==> config.mk <==
export PLATFORM = sky130hd
export DESIGN_NAME = alu_arbiter_64
export DESIGN_NICKNAME = d
export VERILOG_FILES = /design/src/rtl/alu_arbiter_64.sv
export SDC_FILE = /design/constraint.sdc
export NUM_CORES = 1
export LEC_CHECK = 0
export ABC_AREA = 1
export BUFFER_PORTS_ARGS = -buffer_cell sky130_fd_sc_hd__buf_2
export CAP_MARGIN = 0
export CORE_MARGIN = 2
export CORE_UTILIZATION = 60
export CTS_CLUSTER_SIZE = 28
export DETAILED_ROUTE_END_ITERATION = 16
export GPL_TIMING_DRIVEN = 0
export HOLD_SLACK_MARGIN = 0.03
export PLACE_DENSITY = 0.83
export SETUP_SLACK_MARGIN = 0.3
export SLEW_MARGIN = 20
export SYNTH_ARGS = -nofsm -noshare
export SYNTH_HDL_FRONTEND = slang
export SYNTH_SLANG_ARGS = --single-unit
==> constraint.sdc <==
create_clock -name clk -period 2.96 [get_ports clk]
set_input_delay 0.296 -clock clk [delete_from_list [all_inputs] [get_ports clk]]
set_output_delay 0.296 -clock clk [all_outputs]
set_load 0.1 [all_outputs]
==> src/rtl/alu_arbiter_64.sv <==
// alu_arbiter_64: two-requester round-robin front end feeding a
// single-issue ALU with a registered result and status flags.
module alu_arbiter_64 #(
  parameter int WIDTH = 64
) (
  input  logic             clk,
  input  logic             rst,
  input  logic             req0_valid,
  output logic             req0_ready,
  input  logic [2:0]       req0_op,
  input  logic [WIDTH-1:0] req0_a,
  input  logic [WIDTH-1:0] req0_b,
  input  logic             req1_valid,
  output logic             req1_ready,
  input  logic [2:0]       req1_op,
  input  logic [WIDTH-1:0] req1_a,
  input  logic [WIDTH-1:0] req1_b,
  output logic             res_valid,
  input  logic             res_ready,
  output logic [WIDTH-1:0] res_data,
  output logic             res_id,
  output logic             res_zero,
  output logic             res_carry,
  output logic             res_ovf,
  output logic             res_err
);

  localparam int MSB = WIDTH - 1;

  typedef enum logic [1:0] {
    IDLE,
    EXEC,
    DONE
  } state_t;

  state_t           state;
  logic             ptr;
  logic [2:0]       op_q;
  logic [WIDTH-1:0] a_q;
  logic [WIDTH-1:0] b_q;
  logic             id_q;

  logic             grant0;
  logic             grant1;
  logic             idle;

  // ptr names the requester that wins a tie
  assign grant0 = req0_valid & (~req1_valid | ~ptr);
  assign grant1 = req1_valid & (~req0_valid | ptr);
  assign idle   = (state == IDLE) & ~rst;

  assign req0_ready = idle & grant0;
  assign req1_ready = idle & grant1;

  logic [WIDTH:0]   sum;
  logic [WIDTH:0]   dif;
  logic [WIDTH-1:0] alu_data;
  logic             alu_carry;
  logic             alu_ovf;
  logic             alu_err;

  assign sum = {1'b0, a_q} + {1'b0, b_q};
  assign dif = {1'b0, a_q} - {1'b0, b_q};

  always_comb begin
    alu_data  = '0;
    alu_carry = 1'b0;
    alu_ovf   = 1'b0;
    alu_err   = 1'b0;
    unique case (1'b1)
      op_q == 3'b000: alu_data = a_q & b_q;
      op_q == 3'b001: alu_data = a_q | b_q;
      op_q == 3'b010: alu_data = a_q ^ b_q;
      op_q == 3'b011: begin
        alu_data  = sum[MSB:0];
        alu_carry = sum[WIDTH];
        alu_ovf   = (a_q[MSB] == b_q[MSB])
                  & (sum[MSB] != a_q[MSB]);
      end
      op_q == 3'b100: begin
        alu_data  = dif[MSB:0];
        alu_carry = ~dif[WIDTH];
        alu_ovf   = (a_q[MSB] != b_q[MSB])
                  & (dif[MSB] != a_q[MSB]);
      end
      default: alu_err = 1'b1;
    endcase
  end

  always_ff @(posedge clk) begin
    if (rst) begin
      state     <= IDLE;
      ptr       <= 1'b0;
      op_q      <= '0;
      a_q       <= '0;
      b_q       <= '0;
      id_q      <= 1'b0;
      res_valid <= 1'b0;
      res_data  <= '0;
      res_id    <= 1'b0;
      res_zero  <= 1'b0;
      res_carry <= 1'b0;
      res_ovf   <= 1'b0;
      res_err   <= 1'b0;
    end else begin
      unique case (state)
        IDLE: begin
          if (req0_ready | req1_ready) begin
            id_q  <= req1_ready;
            op_q  <= req1_ready ? req1_op : req0_op;
            a_q   <= req1_ready ? req1_a : req0_a;
            b_q   <= req1_ready ? req1_b : req0_b;
            ptr   <= ~req1_ready;
            state <= EXEC;
          end
        end
        EXEC: begin
          res_data  <= alu_data;
          res_zero  <= ~alu_err & (alu_data == '0);
          res_carry <= alu_carry;
          res_ovf   <= alu_ovf;
          res_err   <= alu_err;
          res_id    <= id_q;
          res_valid <= 1'b1;
          state     <= DONE;
        end
        DONE: begin
          if (res_ready) begin
            res_valid <= 1'b0;
            state     <= IDLE;
          end
        end
        default: state <= IDLE;
      endcase
    end
  end

endmodule

==> impl_results.md, run 1 <==
- Input/output buffers: approximately 340
- Grt ovf: 13
- Last stage: 5_1_grt
- Pin count of the biggest net entering global routing: 15
- Dpl hpwl: between 90,000 and 100,000 µm
- Yosys warnings: 0
- GRT Overall Usage: 76.1%
- Number of synthesized register bits: between 200 and 250
- Root buffer cell: clkbuf_16
- Syn Nets: 4,635
- TritonCTS Sinks: 205
- Chip height: 202 µm
- Number of global-route vias before repair: 37,600
- Bufs on Longest Clock Path: 3
- Tool Error: [ERROR GRT-0116] Global routing finished with congestion. Check the congestion regions in the DRC Viewer.
- Seq/Total Area, Yosys: 17.5%
- Die W: 202 µm
- Top Ports: ~340
- Mapped cell area: 23,400 µm²
- Syn Area/Cell: roughly 5.6 µm²
- Outcome: stopped before the end
- Synth area leader: nand2_1
- Initial Util: approximately three fifths
- CTS H-tree depth: 1
- Synth unique cells: 53
- Asr flop ratio synth: 0%
- Synth top area share: 19.7%
- Post-synth top flop: dfxtp_1
- Num CTS Buffers: 22
- Row Count: 72
- Gpl congestion: 1.18
- Syn Inst Count: 4,157
- Synth area leaders: nand2_1 20%, dfxtp_1 18%, inv_1 12%
- Number of flops mapped to enable cells by yosys: 0
- Global-route wire length before repair: 232,000 µm
[Yosys cell counts, types with 2 or more instances]
library cell,n
a21o_1,2
a21oi_1,162
a21oi_2,7
a221oi_1,105
a31oi_1,56
and2_1,2
and3_1,2
buf_1,9
buf_2,27
buf_4,27
buf_6,25
clkbuf_1,81
clkinv_1,2
dfxtp_1,205
fa_1,2
ha_1,209
inv_1,755
inv_2,26
nand2_1,1231
nand2_2,29
nand2_4,2
nand3_1,286
nand3_2,15
nand3b_1,8
nand4_1,36
nor2_1,560
nor2_2,51
nor2_4,11
nor3_1,16
nor3_2,6
o211ai_1,19
o21ai_0,100
o21ai_1,10
o21bai_1,20
o22ai_1,33
o31ai_1,2
or2_1,2
[metrics by stage]
step / setup slack (ns) / instance area [µm²] / std cells
floorplan: 0.465 / 23400 / 4157
CTS: -0.0961 / 31900 / 5360
global placement: -1.03 / 25800 / 5012
detailed placement: -1.05 / 25800 / 5012
[cell families after synthesis]
family          synth area share (%)
simple gates                    40.5
buf+inv                         16.6
compound gates                  14.0
fa+ha+maj                       11.3
flops                           17.5
xor+xnor                      0.0374
[what timing repair did]
| action | 4_1_cts |
|---|---|
| gates cloned | 9 |
| resized for setup | 722 |
| hold buffers | 208 |
| pin swaps | 143 |
| hold endpoints to repair | 117 |
| buffers inserted | 92 |
| endpoints found under the setup margin | 58 |
[metal layers]
metal,track usage [%],GRT overflow
met1,76.7,0
met5,42.0,1
met4,69.9,1
met2,92.3,1
met3,62.5,10
==> run 2, diff against run 1 <==
--- a/config.mk
+++ b/config.mk
@@ -9,13 +9,10 @@
 export BUFFER_PORTS_ARGS = -buffer_cell sky130_fd_sc_hd__buf_2
 export CAP_MARGIN = 0
 export CORE_MARGIN = 2
-export CORE_UTILIZATION = 60
-export CTS_CLUSTER_SIZE = 28
+export CORE_UTILIZATION = 40
 export DETAILED_ROUTE_END_ITERATION = 16
 export GPL_TIMING_DRIVEN = 0
-export HOLD_SLACK_MARGIN = 0.03
-export PLACE_DENSITY = 0.83
-export SETUP_SLACK_MARGIN = 0.3
+export PLACE_DENSITY_LB_ADDON = 0.15
 export SLEW_MARGIN = 20
 export SYNTH_ARGS = -nofsm -noshare
 export SYNTH_HDL_FRONTEND = slang
==> impl_results.md, run 2 <==
- Outcome: finished, violations left
- Failing checks: negative hold slack, negative setup slack
- CTS H-tree depth: 1 (unchanged)
- Met1 Resource Use GR: 56.6%
- Initial Util: 40.6% (-20 points)
- Number of global-route vias before repair: 29,200
- Peak supply drop: 463 µV
- Routed len/inst: 23.9 µm
- Syn Area/Cell: 5.64 µm² (unchanged)
- Worst rel slew slack: about a fifth
- Syn Nets: 4,635 (unchanged)
- Initial DRC count: 3,136
- Worst reg2reg path startpoint: op_q[0]
- Cell Count, Final, Fillers Out: roughly 5,700
- Fillers: 5,765
- Num CTS Buffers: 25 (+14%)
- Fmax: 309 MHz
- Placed cell count: 5,259 (+4.9%)
- Min Hold Slack: -0.0142 ns
- Final ANT Viol Nets: 0
- CP startpoint: op_q[0]
- Clk_skew: 0.0176 ns
- Post-synth top flop: dfxtp_1
- Pre-CTS WS: -1.36 ns (-0.306 ns)
- Chip height: 246 µm (+22%)
- Worst setup margin: -0.277 ns
- CTS tree: built
- Synth top area share: 19.7% (unchanged)
- Area Growth Syn to Fin: 51.0%
- Kind of critical path: register to register
- Number of flops mapped to enable cells by yosys: 0 (unchanged)
- Seq/Total Area, Yosys: 17.5% (unchanged)
- Area of the multi-input gates: approximately 19,000 µm²
- Initial antenna violation count: 4
- GRT Overall Usage: 42.3%
- Synth unique cells: 53 (unchanged)
- # DRC: 0
- Setup crit end kind: register
- WP data arrival: 3.78 ns
- Slew Viols, Final: 0
- Worst-margin pin slew: 1.19 ns
- Critical path required time: about 3.5 ns
- Final setup fails: 1
- Number of synthesized register bits: 205 (unchanged)
- Dpl hpwl: 107,000 µm (+17%)
- Pwr dens: 483 nW/µm²
- Grt ovf: 0
- Crit-path max FO: 10
- Via count: 31,700
- Most frequent cells in the layout: 988 x nand2_1, 682 x inv_1, 391 x nor2_1
- Met3 Track Usage GR: 11.5%
- RSZ-0062 raised after global routing: true
- Root buffer cell: clkbuf_16
- Biggest regs: a_q (64), b_q (64), res_data (64)
- Pin count of the biggest net entering global routing: 20
- Reg clk slew, reported paths: 0.06 ns
- Mapped cell area: 23,400 µm² (unchanged)
- Overall power: between 15 and 20 mW
- Met2 GRT Util: 63.5%
- Final WL: 137,000 µm
- Die W: 246 µm (+22%)
- Top Usage Layer GRT: met2
- Min-delay worst type: primary input to register
- Synth cell count leaders: 1,231 x nand2_1, 755 x inv_1, 560 x nor2_1
- Count leader, synth: nand2_1
- DR pass1 iterations: 8
- Routed vias/inst: 5.54
- TritonCTS Sinks: 205 (unchanged)
- Final net count: 5,417
- Period utilization: 109%
- Critical Path Source Type: register
- Asr flop ratio synth: 0% (unchanged)
- Synth area leader: nand2_1
- Gpl congestion: 1.04 (-12%)
- Static Leak: approximately 18 nW
- Input/output buffers: 337 (unchanged)
- Hold Crit Start: req1_a[11]
- Syn Inst Count: 4,157 (unchanged)
- Max Cap Viol: 0
- Bufs on Longest Clock Path: 3 (unchanged)
- Reg area: 4310 µm²
- Most common cell after layout, fill and taps aside: nand2_1
- Die area: 60,600 µm²
- Period minus WS final: around 3.2 ns
- Yosys warnings: 0 (unchanged)
- Final Util: 61.3%
- Global-route wire length before repair: 187,000 µm
- Synth area leaders: nand2_1 20%, dfxtp_1 18%, inv_1 12%
- Worst-Skew Late Latency: 0.61 ns
- Setup TNS: -0.277 ns
- Share of layout cells above drive strength 1: 32.9%
- Row Count: 88 (+22%)
- Top Ports: 339 (unchanged)
- Core area: 57,800 µm²
- Final hold violation count: 2
[run 2: logic make-up (layout without fill, tap and decap cells)]
logic type / count (synthesis) / count (layout) / synth area share (%)
compound gates: 523 / 523 / 14.0
flops: 205 / 205 / 17.5
xor+xnor: 1 / 1 / 0.0374
fa+ha+maj: 211 / 211 / 11.3
other cells: 0 / 3 / 0
simple gates: 2264 / 2264 / 40.5
buf+inv: 953 / 1753 / 16.6
[run 2: final timing paths]
path	end	slack, ns	depth (start not counted)
max	res_zero	-0.28	15
min	a_q[11]	-0.01	3
max reg2reg	res_zero	-0.28	15
min reg2reg	res_data[2]	0.48	2
[run 2: area by class of cell]
class / instances / share of cell area (%)
Antenna cell: 3 / 0.0212
Timing Repair Buffer: 757 / 16.2
Sequential cell: 205 / 12.2
Buffer: 167 / 3.59
Clock inverter: 9 / 0.300
Inverter: 784 / 8.39
Tap cell: 765 / 2.70
Clock buffer: 36 / 1.97
Multi-Input combinational cell: 2999 / 54.7
[run 2: what timing repair did]
| item | in CTS | in global routing |
|---|---|---|
| gates resized for setup | 619 | 653 |
| cloned | 4 | 16 |
| pin swaps | 93 | 200 |
| setup buffers | 69 | 83 |
| endpoints found under the setup margin | 38 | 35 |
| hold buffers | 248 | 1 |
| endpoints found under the hold margin | 131 | 1 |
[run 2: report_power, final]
group / switching, mW / internal [mW] / leakage (nW) / total (mW)
Clock: 1.42 / 1.80 / 0.396 / 3.22
Combinational: 7.15 / 3.45 / 15.9 / 10.6
Sequential: 0.245 / 3.03 / 1.73 / 3.28
[run 2: critical path, stage by stage, from the launching register on]
cell     delay, ns
dfxtp_2       0.44
nor2_1        0.11
nand2_2       0.21
buf_2         0.50
o22ai_1       0.13
a21oi_1       0.46
nand3_2       0.23
nor2_2        0.15
nand2_1       0.09
nor2_4        0.13
nand3_2       0.10
nor2_4        0.16
nand3_2       0.10
nor2_4        0.23
nor2_2        0.05
nor2_1        0.08
[run 2: per-layer routing]
layer	vias up	part of all wire (%)
li1	14600	-
met1	14900	41
met2	1872	41
met3	339	12
met4	4	4.8
met5	-	0.077
[run 2: per-stage QoR]
step | hold slack (ns) | area (µm²)
after detailed placement | 0.461 | 26100
after global routing | 0.0109 | 35400
final | -0.0142 | 35400
after floorplan | 0.414 | 23400
after CTS | 0.000591 | 32200
after global placement | 0.455 | 26100
No activity file was read; power rests on OpenSTA's default activity.
